==> src/rtl/game_flow_ctrl_if.sv <==
// Mouse, keyboard and game-status bundle between the front-end, game_flow_ctrl and the renderers.
interface game_flow_ctrl_if;
    logic        game_on;
    logic        menu_on;
    logic        game_over;
    logic        victory;
    logic        pause_req;
    logic [11:0] xpos;
    logic [11:0] ypos;
    logic        mouse_left;
    logic        opponent_ready;
    logic [2:0]  state;
    logic        play_selected;
    logic        mouse_mode;
    logic        display_buttons_m_and_s;
    logic        display_menu_button;
    logic        player_ready;
    logic        multiplayer;
    logic        countdown_active;
    logic        wait_timeout;

    modport master (
        output game_on, menu_on, game_over, victory, pause_req,
               xpos, ypos, mouse_left, opponent_ready,
        input  state, play_selected, mouse_mode, display_buttons_m_and_s,
               display_menu_button, player_ready, multiplayer,
               countdown_active, wait_timeout
    );

    modport slave (
        input  game_on, menu_on, game_over, victory, pause_req,
               xpos, ypos, mouse_left, opponent_ready,
        output state, play_selected, mouse_mode, display_buttons_m_and_s,
               display_menu_button, player_ready, multiplayer,
               countdown_active, wait_timeout
    );
endinterface

==> src/rtl/game_flow_ctrl.sv <==
// Menu/game mode controller: edge-detected clicks, box hit tests, countdown, pause and a
// timed multiplayer wait, with all flags registered alongside the state.
module game_flow_ctrl #(
    parameter int unsigned PLAY_X              = 432,
    parameter int unsigned PLAY_Y              = 400,
    parameter int unsigned PLAY_W              = 128,
    parameter int unsigned PLAY_H              = 80,
    parameter int unsigned MULTI_X             = 432,
    parameter int unsigned MULTI_Y             = 540,
    parameter int unsigned MULTI_W             = 128,
    parameter int unsigned MULTI_H             = 80,
    parameter int unsigned MENU_X              = 432,
    parameter int unsigned MENU_Y              = 520,
    parameter int unsigned MENU_W              = 128,
    parameter int unsigned MENU_H              = 80,
    parameter int unsigned HIT_MARGIN          = 10,
    parameter int unsigned COUNTDOWN_CYCLES    = 195_000_000,
    parameter int unsigned WAIT_TIMEOUT_CYCLES = 1_950_000_000
) (
    input  logic             clk,
    input  logic             rst,
    game_flow_ctrl_if.slave  io
);

    typedef enum logic [2:0] {
        MENU       = 3'd0,
        GAME       = 3'd1,
        VICTORY    = 3'd2,
        GAME_OVER  = 3'd3,
        MULTI_WAIT = 3'd4,
        COUNTDOWN  = 3'd5,
        PAUSE      = 3'd6
    } state_t;

    localparam int unsigned CNT_MAX = (COUNTDOWN_CYCLES > WAIT_TIMEOUT_CYCLES) ?
                                      COUNTDOWN_CYCLES : WAIT_TIMEOUT_CYCLES;
    localparam int CNT_W = (CNT_MAX > 1) ? $clog2(CNT_MAX) : 1;
    localparam logic [CNT_W-1:0] CD_LAST = CNT_W'(COUNTDOWN_CYCLES - 1);
    localparam logic [CNT_W-1:0] WT_LAST = CNT_W'(WAIT_TIMEOUT_CYCLES - 1);

    // Enlarged box test in 13-bit unsigned space; a negative lower bound clamps to 0.
    function automatic logic in_range(logic [12:0] p, int unsigned org, int unsigned sz);
        logic [12:0] lo;
        logic [12:0] hi;
        lo = (org >= HIT_MARGIN) ? 13'(org - HIT_MARGIN) : 13'd0;
        hi = 13'(org + sz - 1 + HIT_MARGIN);
        return (p >= lo) && (p <= hi);
    endfunction

    state_t           state_q, state_nxt;
    logic [CNT_W-1:0] cnt, cnt_nxt;
    logic             multi_q, multi_nxt;
    logic             mouse_left_p1, pause_req_p1;
    logic             timeout_nxt;

    logic play_selected_q, display_bms_q, display_menu_q, multiplayer_q, countdown_q, wait_timeout_q;
    logic play_selected_d, display_bms_d, display_menu_d, multiplayer_d, countdown_d;

    logic [12:0] x13, y13;
    logic        click, pause_edge;
    logic        in_play, in_multi, in_menu;
    logic        play_click, multi_click, menu_click;

    assign x13 = {1'b0, io.xpos};
    assign y13 = {1'b0, io.ypos};

    assign click      = io.mouse_left & ~mouse_left_p1;
    assign pause_edge = io.pause_req & ~pause_req_p1;

    assign in_play  = in_range(x13, PLAY_X, PLAY_W)   && in_range(y13, PLAY_Y, PLAY_H);
    assign in_multi = in_range(x13, MULTI_X, MULTI_W) && in_range(y13, MULTI_Y, MULTI_H);
    assign in_menu  = in_range(x13, MENU_X, MENU_W)   && in_range(y13, MENU_Y, MENU_H);

    // PLAY wins over MULTI when the enlarged boxes overlap.
    assign play_click  = click & in_play;
    assign multi_click = click & in_multi & ~in_play;
    assign menu_click  = click & in_menu;

    // State register
    always_ff @(posedge clk) begin
        if (rst) begin
            state_q         <= MENU;
            cnt             <= '0;
            multi_q         <= 1'b0;
            mouse_left_p1   <= 1'b0;
            pause_req_p1    <= 1'b0;
            play_selected_q <= 1'b0;
            display_bms_q   <= 1'b1;
            display_menu_q  <= 1'b0;
            multiplayer_q   <= 1'b0;
            countdown_q     <= 1'b0;
            wait_timeout_q  <= 1'b0;
        end else begin
            state_q         <= state_nxt;
            cnt             <= cnt_nxt;
            multi_q         <= multi_nxt;
            mouse_left_p1   <= io.mouse_left;
            pause_req_p1    <= io.pause_req;
            play_selected_q <= play_selected_d;
            display_bms_q   <= display_bms_d;
            display_menu_q  <= display_menu_d;
            multiplayer_q   <= multiplayer_d;
            countdown_q     <= countdown_d;
            wait_timeout_q  <= timeout_nxt;
        end
    end

    // Next-state logic
    always_comb begin
        state_nxt   = state_q;
        timeout_nxt = 1'b0;
        case (state_q)
            MENU: begin
                if (io.game_on)       state_nxt = COUNTDOWN;
                else if (play_click)  state_nxt = COUNTDOWN;
                else if (multi_click) state_nxt = MULTI_WAIT;
            end
            COUNTDOWN: begin
                if (io.menu_on)         state_nxt = MENU;
                else if (cnt == CD_LAST) state_nxt = GAME;
            end
            GAME: begin
                if (io.menu_on)                   state_nxt = MENU;
                else if (io.game_over)            state_nxt = GAME_OVER;
                else if (io.victory)              state_nxt = VICTORY;
                else if (pause_edge && !multi_q)  state_nxt = PAUSE;
            end
            PAUSE: begin
                if (io.menu_on)      state_nxt = MENU;
                else if (pause_edge) state_nxt = GAME;
            end
            VICTORY, GAME_OVER: begin
                if (io.game_on)       state_nxt = COUNTDOWN;
                else if (io.menu_on)  state_nxt = MENU;
                else if (play_click)  state_nxt = COUNTDOWN;
                else if (multi_click) state_nxt = MULTI_WAIT;
                else if (click)       state_nxt = MENU;
            end
            MULTI_WAIT: begin
                if (io.opponent_ready) state_nxt = COUNTDOWN;
                else if (menu_click)   state_nxt = MENU;
                else if (cnt == WT_LAST) begin
                    state_nxt   = MENU;
                    timeout_nxt = 1'b1;
                end
            end
            default: state_nxt = MENU;
        endcase

        if (state_nxt != state_q)
            cnt_nxt = '0;
        else if (state_q == COUNTDOWN || state_q == MULTI_WAIT)
            cnt_nxt = cnt + 1'b1;
        else
            cnt_nxt = '0;

        if (state_nxt == MENU)               multi_nxt = 1'b0;
        else if (play_click || io.game_on)   multi_nxt = 1'b0;
        else if (multi_click)                multi_nxt = 1'b1;
        else                                 multi_nxt = multi_q;
    end

    // Output decode from the upcoming state so flags line up with state
    always_comb begin
        play_selected_d = (state_nxt == GAME);
        display_bms_d   = (state_nxt == MENU) || (state_nxt == VICTORY) || (state_nxt == GAME_OVER);
        display_menu_d  = (state_nxt == MULTI_WAIT);
        countdown_d     = (state_nxt == COUNTDOWN);
        multiplayer_d   = (state_nxt == MULTI_WAIT) ||
                          (multi_nxt && ((state_nxt == COUNTDOWN) || (state_nxt == GAME) ||
                                         (state_nxt == PAUSE)));
    end

    assign io.state                   = state_q;
    assign io.play_selected           = play_selected_q;
    assign io.mouse_mode              = play_selected_q;
    assign io.display_buttons_m_and_s = display_bms_q;
    assign io.display_menu_button     = display_menu_q;
    assign io.player_ready            = display_menu_q;
    assign io.multiplayer             = multiplayer_q;
    assign io.countdown_active        = countdown_q;
    assign io.wait_timeout            = wait_timeout_q;

endmodule

==> src/flat_wrapper.sv <==
// flat-port wrapper written by rule: the top's interface ports become plain ports
module game_flow_ctrl_flat 
#(
    parameter int unsigned PLAY_X              = 432,
    parameter int unsigned PLAY_Y              = 400,
    parameter int unsigned PLAY_W              = 128,
    parameter int unsigned PLAY_H              = 80,
    parameter int unsigned MULTI_X             = 432,
    parameter int unsigned MULTI_Y             = 540,
    parameter int unsigned MULTI_W             = 128,
    parameter int unsigned MULTI_H             = 80,
    parameter int unsigned MENU_X              = 432,
    parameter int unsigned MENU_Y              = 520,
    parameter int unsigned MENU_W              = 128,
    parameter int unsigned MENU_H              = 80,
    parameter int unsigned HIT_MARGIN          = 10,
    parameter int unsigned COUNTDOWN_CYCLES    = 195_000_000,
    parameter int unsigned WAIT_TIMEOUT_CYCLES = 1_950_000_000
)
  (clk, rst, io_game_on, io_menu_on, io_game_over, io_victory, io_pause_req, io_xpos, io_ypos, io_mouse_left, io_opponent_ready, io_state, io_play_selected, io_mouse_mode, io_display_buttons_m_and_s, io_display_menu_button, io_player_ready, io_multiplayer, io_countdown_active, io_wait_timeout);
  game_flow_ctrl_if io_i ();
  input  logic clk;
  input  logic rst;
  input wire logic [$bits(io_i.game_on)-1:0] io_game_on;
  input wire logic [$bits(io_i.menu_on)-1:0] io_menu_on;
  input wire logic [$bits(io_i.game_over)-1:0] io_game_over;
  input wire logic [$bits(io_i.victory)-1:0] io_victory;
  input wire logic [$bits(io_i.pause_req)-1:0] io_pause_req;
  input wire logic [$bits(io_i.xpos)-1:0] io_xpos;
  input wire logic [$bits(io_i.ypos)-1:0] io_ypos;
  input wire logic [$bits(io_i.mouse_left)-1:0] io_mouse_left;
  input wire logic [$bits(io_i.opponent_ready)-1:0] io_opponent_ready;
  output wire logic [$bits(io_i.state)-1:0] io_state;
  output wire logic [$bits(io_i.play_selected)-1:0] io_play_selected;
  output wire logic [$bits(io_i.mouse_mode)-1:0] io_mouse_mode;
  output wire logic [$bits(io_i.display_buttons_m_and_s)-1:0] io_display_buttons_m_and_s;
  output wire logic [$bits(io_i.display_menu_button)-1:0] io_display_menu_button;
  output wire logic [$bits(io_i.player_ready)-1:0] io_player_ready;
  output wire logic [$bits(io_i.multiplayer)-1:0] io_multiplayer;
  output wire logic [$bits(io_i.countdown_active)-1:0] io_countdown_active;
  output wire logic [$bits(io_i.wait_timeout)-1:0] io_wait_timeout;
  assign io_i.game_on = io_game_on;
  assign io_i.menu_on = io_menu_on;
  assign io_i.game_over = io_game_over;
  assign io_i.victory = io_victory;
  assign io_i.pause_req = io_pause_req;
  assign io_i.xpos = io_xpos;
  assign io_i.ypos = io_ypos;
  assign io_i.mouse_left = io_mouse_left;
  assign io_i.opponent_ready = io_opponent_ready;
  assign io_state = io_i.state;
  assign io_play_selected = io_i.play_selected;
  assign io_mouse_mode = io_i.mouse_mode;
  assign io_display_buttons_m_and_s = io_i.display_buttons_m_and_s;
  assign io_display_menu_button = io_i.display_menu_button;
  assign io_player_ready = io_i.player_ready;
  assign io_multiplayer = io_i.multiplayer;
  assign io_countdown_active = io_i.countdown_active;
  assign io_wait_timeout = io_i.wait_timeout;
  game_flow_ctrl #(.PLAY_X(PLAY_X), .PLAY_Y(PLAY_Y), .PLAY_W(PLAY_W), .PLAY_H(PLAY_H), .MULTI_X(MULTI_X), .MULTI_Y(MULTI_Y), .MULTI_W(MULTI_W), .MULTI_H(MULTI_H), .MENU_X(MENU_X), .MENU_Y(MENU_Y), .MENU_W(MENU_W), .MENU_H(MENU_H), .HIT_MARGIN(HIT_MARGIN), .COUNTDOWN_CYCLES(COUNTDOWN_CYCLES), .WAIT_TIMEOUT_CYCLES(WAIT_TIMEOUT_CYCLES)) u_core (.clk(clk), .rst(rst), .io(io_i));
endmodule
==> config.mk <==
export PLATFORM = sky130hd
export DESIGN_NAME = game_flow_ctrl_flat
export DESIGN_NICKNAME = d
export VERILOG_FILES = /design/src/rtl/game_flow_ctrl_if.sv /design/src/rtl/game_flow_ctrl.sv /design/src/flat_wrapper.sv
export SDC_FILE = /design/constraint.sdc
export NUM_CORES = 1
export LEC_CHECK = 0
export CORE_MARGIN = 1.5
export CORE_UTILIZATION = 56
export DETAILED_ROUTE_END_ITERATION = 16
export PLACE_DENSITY = 0.88
export SLEW_MARGIN = 5
export SYNTH_ARGS = -nofsm -noshare
export SYNTH_HDL_FRONTEND = slang
export SYNTH_SLANG_ARGS = --single-unit
==> constraint.sdc <==
create_clock -name clk -period 3.7 [get_ports clk]
set_clock_uncertainty 0.15 [all_clocks]
set_input_delay 0.74 -clock clk [delete_from_list [all_inputs] [get_ports clk]]
set_output_delay 0.74 -clock clk [all_outputs]
set_load 0.005 [all_outputs]
# [Yosys cells after proc, flatten, opt, wreduce, memory -nomap -nowiden]
# Cells that the tools add are included.
[word_totals] reg_bits=43 inputBits=33 output_inout_bits=11 wordCells=92
[op_classes] add_sub_neg=1 order_cmp=8 eq_ne=15 n_mux=24 n_bitwise=11 n_reduce_logical=22
[op_table] cell="3-bit two-way mux" count=19
[op_table] cell="12-bit by 9-bit >= comparator with 1-bit output (second input constant)" count=3
[op_table] cell="12-bit by 10-bit less-or-equal comparator with 1-bit output (second input constant)" count=3
[op_table] cell="31-bit by 1-bit adder with 31-bit output (second input constant)" count=1
[op_table] cell="31-bit by 28-bit == test with 1-bit output (second input constant)" count=1
[op_table] cell="31-bit == test (second input constant)" count=1
[op_table] cell="3-bit == test (second input constant)" count=6
[op_table] cell="3-bit case mux with 6 select lines" count=1
[op_table] cell="3-bit by 2-bit == test with 1-bit output (second input constant)" count=4
[op_table] cell="12-bit by 10-bit >= comparator with 1-bit output (second input constant)" count=1
[op_table] cell="12-bit by 9-bit less-or-equal comparator with 1-bit output (second input constant)" count=1
[op_table] cell="1-bit logical AND" count=9
[op_table] cell="1-bit logical OR" count=7
[op_table] cell="1-bit bitwise AND" count=6
[op_table] cell="3-bit by 1-bit == test with 1-bit output (second input constant)" count=2
[op_table] cell="3-bit zero test" count=2
[op_table] cell="1-bit inverter" count=5
[op_table] cell="1-bit two-way mux" count=4
[op_table] cell="4-bit OR reduction" count=1
[op_table] cell="3-bit != test" count=1
[op_table] cell="3-bit OR reduction" count=1
[op_table] cell="2-bit OR reduction" count=1
[op_table] cell="1-bit zero test" count=1

# [Logic depth before layout (Yosys ltp)]
# Gate-level depths: netlist of the first run.
[depth] depth_word=15 depth_mapped=8 mapped_depth_nobuf=6

# [Worst setup path before layout of the first run]
# Ideal clock, no wire load.
[synth_path] kind="in2reg" from="in io_xpos[1]" to="reg u_core.countdown_q, in the netlist u_core.io.countdown_active" setup_time_ns=0.092 t_arrival_ns=2.285 required_time_ns=3.458 slack_ns=1.173 path_stages=7 path_buffers=1 path_cell_list="a2111oi_0 > nor4_1 > o21a_1 > a211oi_1 > nor2_4 > buf_6 > nor4_1"
[synth_between] elab_chain_len=11 word_cells_on_any_way=22 classes_between="order compare: 2; eq/ne: 1; mux: 10; bitwise: 5; reduce/logical: 4"
[synth_lines] element="start: declaration" line_no="flat_wrapper.sv:29" text="input wire logic [$bits(io_i.xpos)-1:0] io_xpos;"
[synth_lines] element="12-bit by 9-bit >= comparator with 1-bit output or 12-bit by 10-bit less-or-equal comparator with 1-bit output (tied branches)" line_no="game_flow_ctrl.sv:47" text="return (p >= lo) && (p <= hi);"
[synth_lines] element="1-bit logical AND *" line_no="game_flow_ctrl.sv:47"
[synth_lines] element="1-bit logical AND (on tied branches)" line_no="game_flow_ctrl.sv:71, game_flow_ctrl.sv:70"
[synth_lines] element="1-bit bitwise AND or 1-bit inverter (tied branches)" line_no="game_flow_ctrl.sv:76" text="assign multi_click = click & in_multi & ~in_play;"
[synth_lines] element="1-bit bitwise AND" line_no="game_flow_ctrl.sv:76"
[synth_lines] element="3-bit two-way mux" line_no="game_flow_ctrl.sv:136" text="else if (multi_click) state_nxt = MULTI_WAIT;"
[synth_lines] element="3-bit two-way mux" line_no="game_flow_ctrl.sv:135" text="else if (play_click) state_nxt = COUNTDOWN;"
[synth_lines] element="3-bit two-way mux" line_no="game_flow_ctrl.sv:134" text="else if (io.menu_on) state_nxt = MENU;"
[synth_lines] element="3-bit two-way mux" line_no="game_flow_ctrl.sv:133" text="if (io.game_on) state_nxt = COUNTDOWN;"
[synth_lines] element="3-bit case mux with 6 select lines *" line_no="game_flow_ctrl.sv:112" text="case (state_q)"
[synth_lines] element="3-bit == test *" line_no="game_flow_ctrl.sv:168" text="countdown_d = (state_nxt == COUNTDOWN);"
[synth_lines] element="end signal: assignment" line_no="game_flow_ctrl.sv:103" text="countdown_q <= countdown_d;"
[synth_lines] element="end: declaration" line_no="game_flow_ctrl.sv:56" text="logic play_selected_q, display_bms_q, display_menu_q, multiplayer_q, countdown_q, wait_timeout_q;"
# Every way passes the cells marked *; elsewhere a longest branch is shown, timed or not.
# A chain may end at the register's enable or synchronous reset.

# [Final worst setup path of the first run]
[layout_path] from="in io_xpos[6]" to="reg u_core.cnt[24]"
[layout_between] elab_chain_len=12 word_cells_on_any_way=23 classes_between="order compare: 2; eq/ne: 1; mux: 10; bitwise: 5; reduce/logical: 5"
[layout_lines] element="12-bit by 9-bit >= comparator with 1-bit output or 12-bit by 10-bit less-or-equal comparator with 1-bit output (tied branches)" line_no="game_flow_ctrl.sv:47"
[layout_lines] element="1-bit logical AND *" line_no="game_flow_ctrl.sv:47"
[layout_lines] element="1-bit logical AND (on tied branches)" line_no="game_flow_ctrl.sv:71, game_flow_ctrl.sv:70"
[layout_lines] element="1-bit bitwise AND or 1-bit inverter (tied branches)" line_no="game_flow_ctrl.sv:76"
[layout_lines] element="1-bit bitwise AND" line_no="game_flow_ctrl.sv:76"
[layout_lines] element="3-bit two-way mux" line_no="game_flow_ctrl.sv:136"
[layout_lines] element="3-bit two-way mux" line_no="game_flow_ctrl.sv:135"
[layout_lines] element="3-bit two-way mux" line_no="game_flow_ctrl.sv:134"
[layout_lines] element="3-bit two-way mux" line_no="game_flow_ctrl.sv:133"
[layout_lines] element="3-bit case mux with 6 select lines *" line_no="game_flow_ctrl.sv:112"
[layout_lines] element="3-bit != test *" line_no="game_flow_ctrl.sv:150" text="if (state_nxt != state_q)"
[layout_lines] element="3-bit OR reduction (no line) *"
[layout_lines] element="end signal: assignment" line_no="game_flow_ctrl.sv:95" text="cnt <= cnt_nxt;"
[layout_lines] element="end: declaration" line_no="game_flow_ctrl.sv:51" text="logic [CNT_W-1:0] cnt, cnt_nxt;"
# Marked as above.

==> results of run 1 <==
-- where the power goes --
| group | total [mW] | switching, mW | internal, mW |
|---|---|---|---|
| registers | 0.492 | 0.0135 | 0.478 |
| logic | 0.219 | 0.116 | 0.103 |
| clock network | 0.375 | 0.157 | 0.218 |
-- how the worst max path moves through the flow --
stage                     cells past startpoint  slack, ps  startpoint                          to
final                                         8        660  io_xpos[6]              u_core.cnt[24]
after global placement                        8        460  io_xpos[6]               u_core.cnt[1]
after floorplan                               7       1170  io_xpos[1]  u_core.io.countdown_active
after global routing                          8        540  io_xpos[1]               u_core.cnt[3]
after CTS                                     8        660  io_xpos[6]              u_core.cnt[24]
after detailed placement                      8        370  io_xpos[6]               u_core.cnt[2]
-- cells by family after synthesis --
| group | count (synthesis) | synth area share (%) |
|---|---|---|
| buf+inv | 21 | 4.54 |
| flops | 43 | 35.5 |
| xor+xnor | 29 | 10.5 |
| fa+ha+maj | 1 | 0.516 |
| compound gates | 27 | 8.83 |
| simple gates | 158 | 40.1 |
-- metrics by stage --
step                area [µm²]  total power, mW  worst slack (ps)
floorplan                 2420            0.640              1170
global placement          2830            0.715               463
detailed placement        2830            0.722               369
CTS                       2940             1.09               661
global route              2940             1.14               541
finish                    2940             1.09               663
-- final cells by class --
cell class / count / area [µm²]
clock buffers: 6 / 82.6
clock inverters: 2 / 35.0
fillers: 326 / 1140
inverters: 6 / 22.5
multi-input cells: 215 / 1450
flip-flops and latches: 43 / 861
well taps: 50 / 62.6
repair buffers: 43 / 425
-- Yosys cell counts (2+ instances only) --
| cell | count |
|---|---|
| nor3b_1 | 6 |
| or4_1 | 4 |
| nand4_1 | 9 |
| a211oi_1 | 2 |
| o31ai_1 | 2 |
| clkbuf_1 | 8 |
| o32ai_1 | 2 |
| a21oi_1 | 3 |
| buf_6 | 3 |
| nor2b_1 | 6 |
| nor2_1 | 21 |
| dfxtp_1 | 43 |
| nor4bb_1 | 3 |
| inv_1 | 6 |
| nand2b_1 | 4 |
| or2_2 | 2 |
| and4b_1 | 2 |
| and4_1 | 3 |
| and3_1 | 6 |
| o21ai_0 | 3 |
| or3_1 | 3 |
| nor4_1 | 40 |
| xnor2_1 | 19 |
| buf_4 | 2 |
| o2111ai_1 | 2 |
| nor4b_1 | 6 |
| xor2_1 | 10 |
| nand2_1 | 15 |
| and2_1 | 4 |
| nor3_1 | 4 |
| nand3_1 | 13 |
-- flip-flops by register name, indices dropped and copies added, names as in the netlist --
signal,flops
u_core.pause_req_p1,1
u_core.io.multiplayer,1
u_core.cnt,31
u_core.io.state,3
u_core.io.countdown_active,1
u_core.io.display_menu_button,1
u_core.io.display_buttons_m_and_s,1
u_core.multi_q,1
u_core.io.mouse_mode,1
u_core.io.wait_timeout,1
u_core.mouse_left_p1,1
-- critical path, stage by stage --
cell and delay [ps]:
clkdlybuf4s50_1 440, a2111oi_0 430, nor4_1 140, o21a_1 230, a211oi_1 440, nor2_4 90
buf_4 250, nor4_1 310
-- per-layer routing --
layer / track usage [%] / wire length, µm
met1: 29.6 / 2450
met2: 43.0 / 2770
met3: 5.84 / 396
met4: 7.60 / 68
met5: 0 / 0
==> qor.yml, run 1 <==
status:
  outcome: "finished, final reports clean"
clock_network:
  cts_root_buf: "clkbuf_8"
  cts_buffers: 5
  hold_buffers: 0
  cts_buffer_depth: 2
  postCtsSetupBuffers: 0
  cts_resized: 0
  cts_tree: "built"
  htreeDepth: 2
  clk_pin_slew_ps: 80
  clock-sinks: 43
  clk_latency_ps: 290
yosys:
  syn_inst: 279
  syn-mean-instance-area_um2: 8.68
  yosysSeqAreaShare_pct: 35.5
  synth_area_um2: 2420
  syn-num-nets: 313
  ys_warn_count: 0
  synth_seq_cells: 43
  synth_area_leader_cell: "dfxtp_1"
  synth_edf_count: 0
  async_reset_ff_share_pct: 0
  ys_types: 54
  synth_ff_type: "dfxtp_1"
  synth_top_area_share_pct: 35.5
  synthTopCellsByArea: "dfxtp_1 36%, nor4_1 10%, xnor2_1 6.9%, xor2_1 3.6%, nor2_1 3.3%"
route:
  dr.first_iter.drc_count: 97
  via_per_inst: 6.29
  vias: 2296
  ant_nets: 0
  wirelength_um: 5680
  drc: 0
  dr.pass1.iters: 4
  wl_per_cell_um: 15.6
cells_and_area:
  layout_commonest_cell: "dfxtp_1"
  area_delta_synth_final_pct: 21.5
  antenna_cells: 0
  layout_common_cells: "43 x dfxtp_1, 41 x clkdlybuf4s50_1, 40 x nor4_1"
  final_nets: 348
  drive_gt1_share_pct: 6.03
  final_core_util_pct: 72.0
  fin_cells: 365
global_route:
  grt.overflow.total: 0
  grt_max_degree: 42
  antenna_found_initial: 0
  grt_pass1_wl_um: 8660
  grt_pass1_vias: 1949
  grt_usage_pct: 24.5
worst_hold_path:
  min_from: "u_core.cnt[0]"
  whs_endpoint: "u_core.cnt[0]"
  worstHoldPathCells: 1
  hold_path.class: "reg2reg"
sta:
  rsz0062_at_grt: "no"
  hold_ws_ps: 307
  min_period_over_period_pct: 82.1
  finalCriticalPeriod_ps: 3040
  slew_viol_final: 0
  finalSetupViolations: 0
  worstMarginPinSlew_ps: 1240
  fin_tns_setup_ps: 0
  hold_violations: 0
  slew_headroom_pct: 17.5
  timing.fmax_mhz: 329
setup_path:
  critPathLaunchType: "input port"
  rr_endpoint: "u_core.cnt[2]"
  cp-end-kind: "flip-flop"
  r2r_setup_slack_ps: 980
  r2r_cells: 7
  worstPathArrival_ps: 3080
  crit_type: "in2reg"
  required_ps: 3740
  rr_startpoint: "u_core.cnt[21]"
  crit_fanout: 31
placed_design:
  gp_congestion: 0.857
  numPortBuffers: 41
  dp_cells: 357
  hpwl_um: 3970
floorplanning:
  num_io_pins: 44
  die_x_um: 68.8
  fp.dieH_um: 68.8
  rows: 23
  start_util_pct: 59.3
  die_area_um2: 4730
  core-area_um2: 4090
power_and_ir_drop:
  peakVddDrop_mv: 0.238
  p_per_area_nw_per_um2: 369
  total_leakage_power_nw: 0.906
job:
  cap_violations: 0
Note: power is estimated with default switching activity, not from simulation.
==> inputs of run 2 (changes only) <==
CORE_UTILIZATION = 52   (was 56)
PLACE_DENSITY = 0.83   (was 0.88)
clock period = 2.9 ns   (was 3.7 ns; I/O delays follow)
==> qor.yml, run 2 (synthesis results as in run 1) <==
route:
  via_per_inst: 6.22  # was 6.29
  dr.pass1.iters: 4  # unchanged
  ant_nets: 0  # unchanged
  wirelength_um: 5570  # was 5680 µm
  wl_per_cell_um: 14.8  # was 15.6 µm
  dr.first_iter.drc_count: 74  # was 97
  drc: 0  # unchanged
  vias: 2338  # was 2296
setup_path:
  r2r_setup_slack_ps: 410  # was 980 ps
  rr_startpoint: "u_core.cnt[21]"  # unchanged
  cp-end-kind: "flip-flop"  # unchanged
  worstPathArrival_ps: 2730  # was 3080 ps
  crit_fanout: 31  # unchanged
  cpMostUsedCell: "nor4_1"  # unchanged
  slowest_delay_ps: 440  # about the same
  cp_cell_sequence: "clkdlybuf4s50_1, a2111oi_0, nor4_1, o21a_1, a211oi_1, buf_4, nor2_4, buf_12, nor4_1"  # was clkdlybuf4s50_1, a2111oi_0, nor4_1, o21a_1, a211oi_1, nor2_4, buf_4, nor4_1
  rr_endpoint: "u_core.io.display_buttons_m_and_s"  # was u_core.cnt[2]
  critPathLaunchType: "input port"  # unchanged
  required_ps: 2950  # was 3740 ps
  critPathTopFamily: "compound AO/OA/AOI/OAI gates"  # unchanged
  crit_type: "in2reg"  # unchanged
  r2r_cells: 7  # unchanged
  cp.buffers_inverters: 3  # was 2
  crit_slowest_cell: "clkdlybuf4s50_1"  # unchanged
sta:
  hold_ws_ps: 300  # was 307 ps
  rsz0062_at_grt: "no"  # unchanged
  finalSetupViolations: 0  # unchanged
  fin_tns_setup_ps: 0  # unchanged
  hold_violations: 0  # unchanged
  timing.fmax_mhz: 372
  finalCriticalPeriod_ps: 2690
  slew_headroom_pct: 65.4  # was 17.5%
  worstMarginPinSlew_ps: 514  # was 1240 ps
  min_period_over_period_pct: 92.7
  slew_viol_final: 0  # unchanged
clock_network:
  postCtsSetupBuffers: 0  # unchanged
  clock-sinks: 43  # unchanged
  cts_root_buf: "clkbuf_8"  # unchanged
  clk_latency_ps: 300  # was 290 ps
  hold_buffers: 0  # unchanged
  cts_tree: "built"  # unchanged
  cts_buffer_depth: 2  # unchanged
  cts_resized: 0  # unchanged
  cts_buffers: 5  # unchanged
  clk_pin_slew_ps: 80  # about the same
  htreeDepth: 2  # unchanged
floorplanning:
  core-area_um2: 4410  # was 4090 µm²
  rows: 24  # was 23
  die_x_um: 71.3  # was 68.8 µm
  die_area_um2: 5080  # was 4730 µm²
  start_util_pct: 54.9  # was 59.3%
  num_io_pins: 44  # unchanged
  fp.dieH_um: 71.3  # was 68.8 µm
cells_and_area:
  drive_gt1_share_pct: 8.33  # was 6.03%
  antenna_cells: 0  # unchanged
  layout_commonest_cell: "dfxtp_1"  # unchanged
  finalInstanceArea_um2: 2990  # was 2940 µm²
  regMostFlops: "u_core.cnt"  # unchanged
  layout_common_cells: "43 x dfxtp_1, 41 x clkdlybuf4s50_1, 40 x nor4_1"  # unchanged
  final_nets: 357  # was 348
  largest_reg_flops: 31  # unchanged
  area_delta_synth_final_pct: 23.6  # was 21.5%
global_route:
  use_met2_pct: 39.9  # was 43.0%
  antenna_found_initial: 0  # unchanged
  grt_pass1_vias: 2234  # was 1949
  grt_usage_pct: 22.8  # was 24.5%
  grt.overflow.total: 0  # unchanged
  grt_use_met3_pct: 5.06  # was 5.84%
  use_met1_pct: 27.5  # was 29.6%
  grt_max_degree: 42  # unchanged
  grt_busiest_layer: "met2"  # unchanged
  grt_pass1_wl_um: 9570  # was 8660 µm
placed_design:
  numPortBuffers: 41  # unchanged
  dpl_cell_area_um2: 2910  # was 2830 µm²
  hpwl_um: 3940  # was 3970 µm
  gp_congestion: 0.857  # about the same
worst_hold_path:
  min_from: "u_core.cnt[0]"  # unchanged
  worstHoldPathCells: 1  # unchanged
  whs_endpoint: "u_core.cnt[0]"  # unchanged
  hold_path.class: "reg2reg"  # unchanged
power_and_ir_drop:
  p_total_mw: 1.31  # was 1.09 mW
  p_per_area_nw_per_um2: 437  # was 369 nW/µm²
  peakVddDrop_mv: 0.372  # was 0.238 mV
  total_leakage_power_nw: 0.933  # was 0.906 nW
job:
  cap_violations: 0  # unchanged
status:
  outcome: "finished, final reports clean"  # unchanged
==> run 2: cell types whose count changed in the layout (fill, tap and decap cells not counted) <==
cell | previous run | this run
buf_12 | 0 | 1
clkbuf_1 | 0 | 1
clkinvlp_4 | 0 | 1
buf_4 | 2 | 10
clkbuf_8 | 6 | 5
bufinv_16 | 1 | 0
==> run 2: area by class of cell <==
cell class / instances / area, µm²
Clock inverter: 2 / 12.5
Clock buffer: 6 / 72.6
Sequential cell: 43 / 861
Tap cell: 52 / 65.1
Multi-Input combinational cell: 215 / 1450
Timing Repair Buffer: 52 / 505
Fill cell: 376 / 1420
Inverter: 6 / 22.5
==> run 2: metrics by stage <==
step,worst slack (ps),util (%),cells
after floorplan,533,-,279
after global placement,21.2,65.9,368
after detailed placement,-72.3,65.9,368
after CTS,229,67.8,376
after global routing,29.7,67.8,376
final,213,67.8,376
==> run 2: power breakdown <==
group	switching (mW)	internal (mW)	total [mW]
combinational	0.151	0.157	0.308
clock	0.205	0.168	0.373
sequential	0.0154	0.610	0.626
==> run 2: how the worst max path moves through the flow <==
stage | start | endpoint | slack [ps] | cells after the start
floorplan | io_xpos[1] | u_core.io.countdown_active | 530 | 7
global placement | io_xpos[6] | u_core.cnt[1] | 20 | 9
detailed placement | io_xpos[6] | u_core.cnt[13] | -70 | 9
CTS | io_xpos[6] | u_core.cnt[13] | 230 | 9
global route | io_xpos[6] | u_core.cnt[27] | 30 | 9
finish | io_xpos[6] | u_core.cnt[14] | 210 | 9
==> run 2: worst reg2reg max path: cells and delay by family (launching register included) <==
kind | cells | cell delay [ps]
buffers and inverters | 1 | 170
DFF | 1 | 360
and+or+nand+nor | 2 | 950
AOI/OAI and AO/OA | 4 | 790
==> run 2: layer usage <==
metal  wire length (µm)  up-vias
met5                  0        -
met1               2530     1109
met4                 40        0
li1                   -     1151
met2               2600       72
met3                399        6
==> inputs of run 3 (changes only) <==
ABC_AREA = 1   (was not set)
CORE_UTILIZATION = 55   (was 52)
PLACE_DENSITY = 0.85   (was 0.83)
==> qor.yml, run 3 <==
placed_design:
  dp_cells: 550  # was 368
  hpwl_um: 4870  # was 3940 µm
  gp_congestion: 0.939  # was 0.857
  numPortBuffers: 42  # was 41
sta:
  finalCriticalPeriod_ps: 2480  # was 2690 ps
  min_period_over_period_pct: 85.5  # was 92.7%
  timing.fmax_mhz: 404  # was 372 MHz
  fin_tns_setup_ps: 0  # unchanged
  slew_headroom_pct: 72.7  # was 65.4%
  rsz0062_at_grt: "no"  # unchanged
  hold_violations: 0  # unchanged
  worstMarginPinSlew_ps: 406  # was 514 ps
  finalSetupViolations: 0  # unchanged
  slew_viol_final: 0  # unchanged
floorplanning:
  rows: 26  # was 24
  num_io_pins: 44  # unchanged
  die_x_um: 76.0  # was 71.3 µm
  start_util_pct: 57.4  # was 54.9%
  die_area_um2: 5770  # was 5080 µm²
  core-area_um2: 5110  # was 4410 µm²
  fp.dieH_um: 76.0  # was 71.3 µm
yosys:
  yosysMostFrequentCell: "inv_1"  # was dfxtp_1
  ys_warn_count: 0  # unchanged
  syn_inst: 444  # was 279
  synth_ff_type: "dfxtp_1"  # unchanged
  async_reset_ff_share_pct: 0  # unchanged
  syn-mean-instance-area_um2: 6.60  # was 8.68 µm²
  synthTopCellsByArea: "dfxtp_1 29%, inv_1 11%, nand2_1 9.7%, nor2_1 8.2%, nor2_2 7.5%"  # was dfxtp_1 36%, nor4_1 10%, xnor2_1 6.9%, xor2_1 3.6%, nor2_1 3.3%
  ys_types: 30  # was 54
  synth_area_leader_cell: "dfxtp_1"  # unchanged
  synth_top_area_share_pct: 29.4  # was 35.5%
  synth_edf_count: 0  # unchanged
  synth_seq_cells: 43  # unchanged
  yosysSeqAreaShare_pct: 29.4  # was 35.5%
  syn-num-nets: 478  # was 313
  synthTopCellsByCount: "84 x inv_1, 76 x nand2_1, 64 x nor2_1"  # was 43 x dfxtp_1, 40 x nor4_1, 21 x nor2_1
  synth_area_um2: 2930  # was 2420 µm²
worst_hold_path:
  min_from: "u_core.cnt[0]"  # unchanged
  hold_path.class: "reg2reg"  # unchanged
cells_and_area:
  area_delta_synth_final_pct: 19.7  # was 23.6%
  layout_common_cells: "84 x inv_1, 76 x nand2_1, 64 x nor2_1"  # was 43 x dfxtp_1, 41 x clkdlybuf4s50_1, 40 x nor4_1
  drive_gt1_share_pct: 15.0  # was 8.33%
  regMostFlops: "u_core.cnt"  # unchanged
  fin_cells: 558  # was 376
  final_nets: 521  # was 357
  antenna_cells: 0  # unchanged
  layout_commonest_cell: "inv_1"  # was dfxtp_1
  fill_cells: 440  # was 376
  largest_reg_flops: 31  # unchanged
power_and_ir_drop:
  p_clk_share_pct: 35.4  # was 28.6%
  seqPwrFrac_pct: 47.7  # was 47.9%
  peakVddDrop_mv: 0.245  # was 0.372 mV
  p_comb_share_pct: 16.9  # was 23.6%
  total_leakage_power_nw: 1.39  # was 0.933 nW
  p_sw_share_pct: 25.4  # was 28.4%
  p_per_area_nw_per_um2: 372  # was 437 nW/µm²
  switchingPower_uw: 332  # was 371 µW
  internal_power_uw: 974  # was 936 µW
clock_network:
  postCtsSetupBuffers: 0  # unchanged
  htreeDepth: 2  # unchanged
  cts_buffer_depth: 2  # unchanged
  cts_tree: "built"  # unchanged
  clk_pin_slew_ps: 80  # about the same
  cts_buffers: 5  # unchanged
  cts_root_buf: "clkbuf_8"  # unchanged
  cts_resized: 0  # unchanged
  clk_latency_ps: 300  # about the same
  clock-sinks: 43  # unchanged
  hold_buffers: 0  # unchanged
setup_path:
  rr_startpoint: "u_core.cnt[0]"  # was u_core.cnt[21]
  critPathTopFamily: "simple AND/OR/NAND/NOR gates"  # was compound AO/OA/AOI/OAI gates
  worstPathArrival_ps: 2520  # was 2730 ps
  cp.buffers_inverters: 2  # was 3
  required_ps: 2940  # was 2950 ps
  crit_fanout: 11  # was 31
  crit_type: "in2reg"  # unchanged
  slowest_delay_ps: 560  # was 440 ps
  cp_cell_sequence: "clkdlybuf4s50_1, nand2_1, nor2_1, nand2_1, o21ai_0, nand2_1, nand3_1, nor2_1, nor2_2, nand3_1, nand3_2, buf_4, nor2_1"  # was clkdlybuf4s50_1, a2111oi_0, nor4_1, o21a_1, a211oi_1, buf_4, nor2_4, buf_12, nor4_1
  cp-end-kind: "flip-flop"  # unchanged
  crit_slowest_cell: "clkdlybuf4s50_1"  # unchanged
  worstSetupStartpoint: "io_ypos[5]"  # was io_xpos[6]
  critPathLaunchType: "input port"  # unchanged
route:
  ant_nets: 0  # unchanged
  wirelength_um: 6090  # was 5570 µm
  dr.pass1.iters: 4  # unchanged
  vias: 2794  # was 2338
  via_per_inst: 5.01  # was 6.22
  highest_layer: "met4"  # unchanged
  wl_met1_um: 2790  # was 2530 µm
  drc: 0  # unchanged
  wl_per_cell_um: 10.9  # was 14.8 µm
  dr_wl_met3_um: 266  # was 399 µm
  dr.first_iter.drc_count: 260  # was 74
  route.met2.wl_um: 2950  # was 2600 µm
global_route:
  grt_pass1_vias: 2548  # was 2234
  antenna_found_initial: 0  # unchanged
  grt.overflow.total: 0  # unchanged
  grt_pass1_wl_um: 10900  # was 9570 µm
  grt_usage_pct: 22.7  # was 22.8%
  grt_max_degree: 21  # was 42
job:
  cap_violations: 0  # unchanged
status:
  outcome: "finished, final reports clean"  # unchanged
## run 3: cell count changes after synthesis, sizes merged, moves of 17 or more
cell	previous run	this run
nand2	15	82
nor2	22	105
nor3	4	21
nand3	13	30
nor4	40	7
inv	6	86
## run 3: stage by stage
stage               util (%)  worst slack [ps]  cell area, µm²  hold slack (ps)  power (mW)
floorplan                  -               901            2930              288       0.757
global placement        66.5               182            3400              297       0.850
detailed placement      66.5               112            3400              304       0.857
CTS                     68.7               417            3510              325        1.31
global route            68.7               217            3510              345        1.36
finish                  68.7               422            3510              322        1.31
## run 3: path summary, 6_finish.rpt
path	to	slack, ps	cells past startpoint
setup reg to reg	u_core.cnt[14]	690	14
setup / recovery	u_core.cnt[14]	420	13
hold reg to reg	u_core.cnt[0]	320	1
hold / removal	u_core.cnt[0]	320	1
## run 3: final cells by class
| cell class | count | area (µm²) | area share, % |
|---|---|---|---|
| Sequential cell | 43 | 861 | 24.5 |
| Timing Repair Buffer | 44 | 448 | 12.8 |
| Clock buffer | 5 | 68.8 | 1.96 |
| Clock inverter | 3 | 43.8 | 1.25 |
| Inverter | 86 | 323 | 9.20 |
| Tap cell | 70 | 87.6 | 2.50 |
| Multi-Input combinational cell | 307 | 1680 | 47.8 |
## run 3: power by group through the flow
stage               combinational, mW  clock (mW)  sequential, mW
floorplan                       0.124           0           0.633
global placement                0.215           0           0.636
detailed placement              0.221           0           0.636
CTS                             0.221       0.469           0.623
global route                    0.246       0.490           0.627
finish                          0.220       0.463           0.623
## run 3: kinds of logic after synthesis
group | count (synthesis) | share of synthesized area, %
XOR/XNOR | 27 | 8.07
buffers and inverters | 94 | 13.4
AO/OA/AOI/OAI | 11 | 2.22
AND/OR/NAND/NOR | 268 | 46.5
flip-flops | 43 | 29.4
adder cells (fa/ha/maj) | 1 | 0.427
## run 3: layer usage
| layer | global-route usage (%) | up-vias |
|---|---|---|
| met2 | 40.4 | 54 |
| met4 | 6.85 | 0 |
| li1 | - | 1455 |
| met1 | 28.0 | 1275 |
| met5 | 0 | - |
| met3 | 3.71 | 10 |
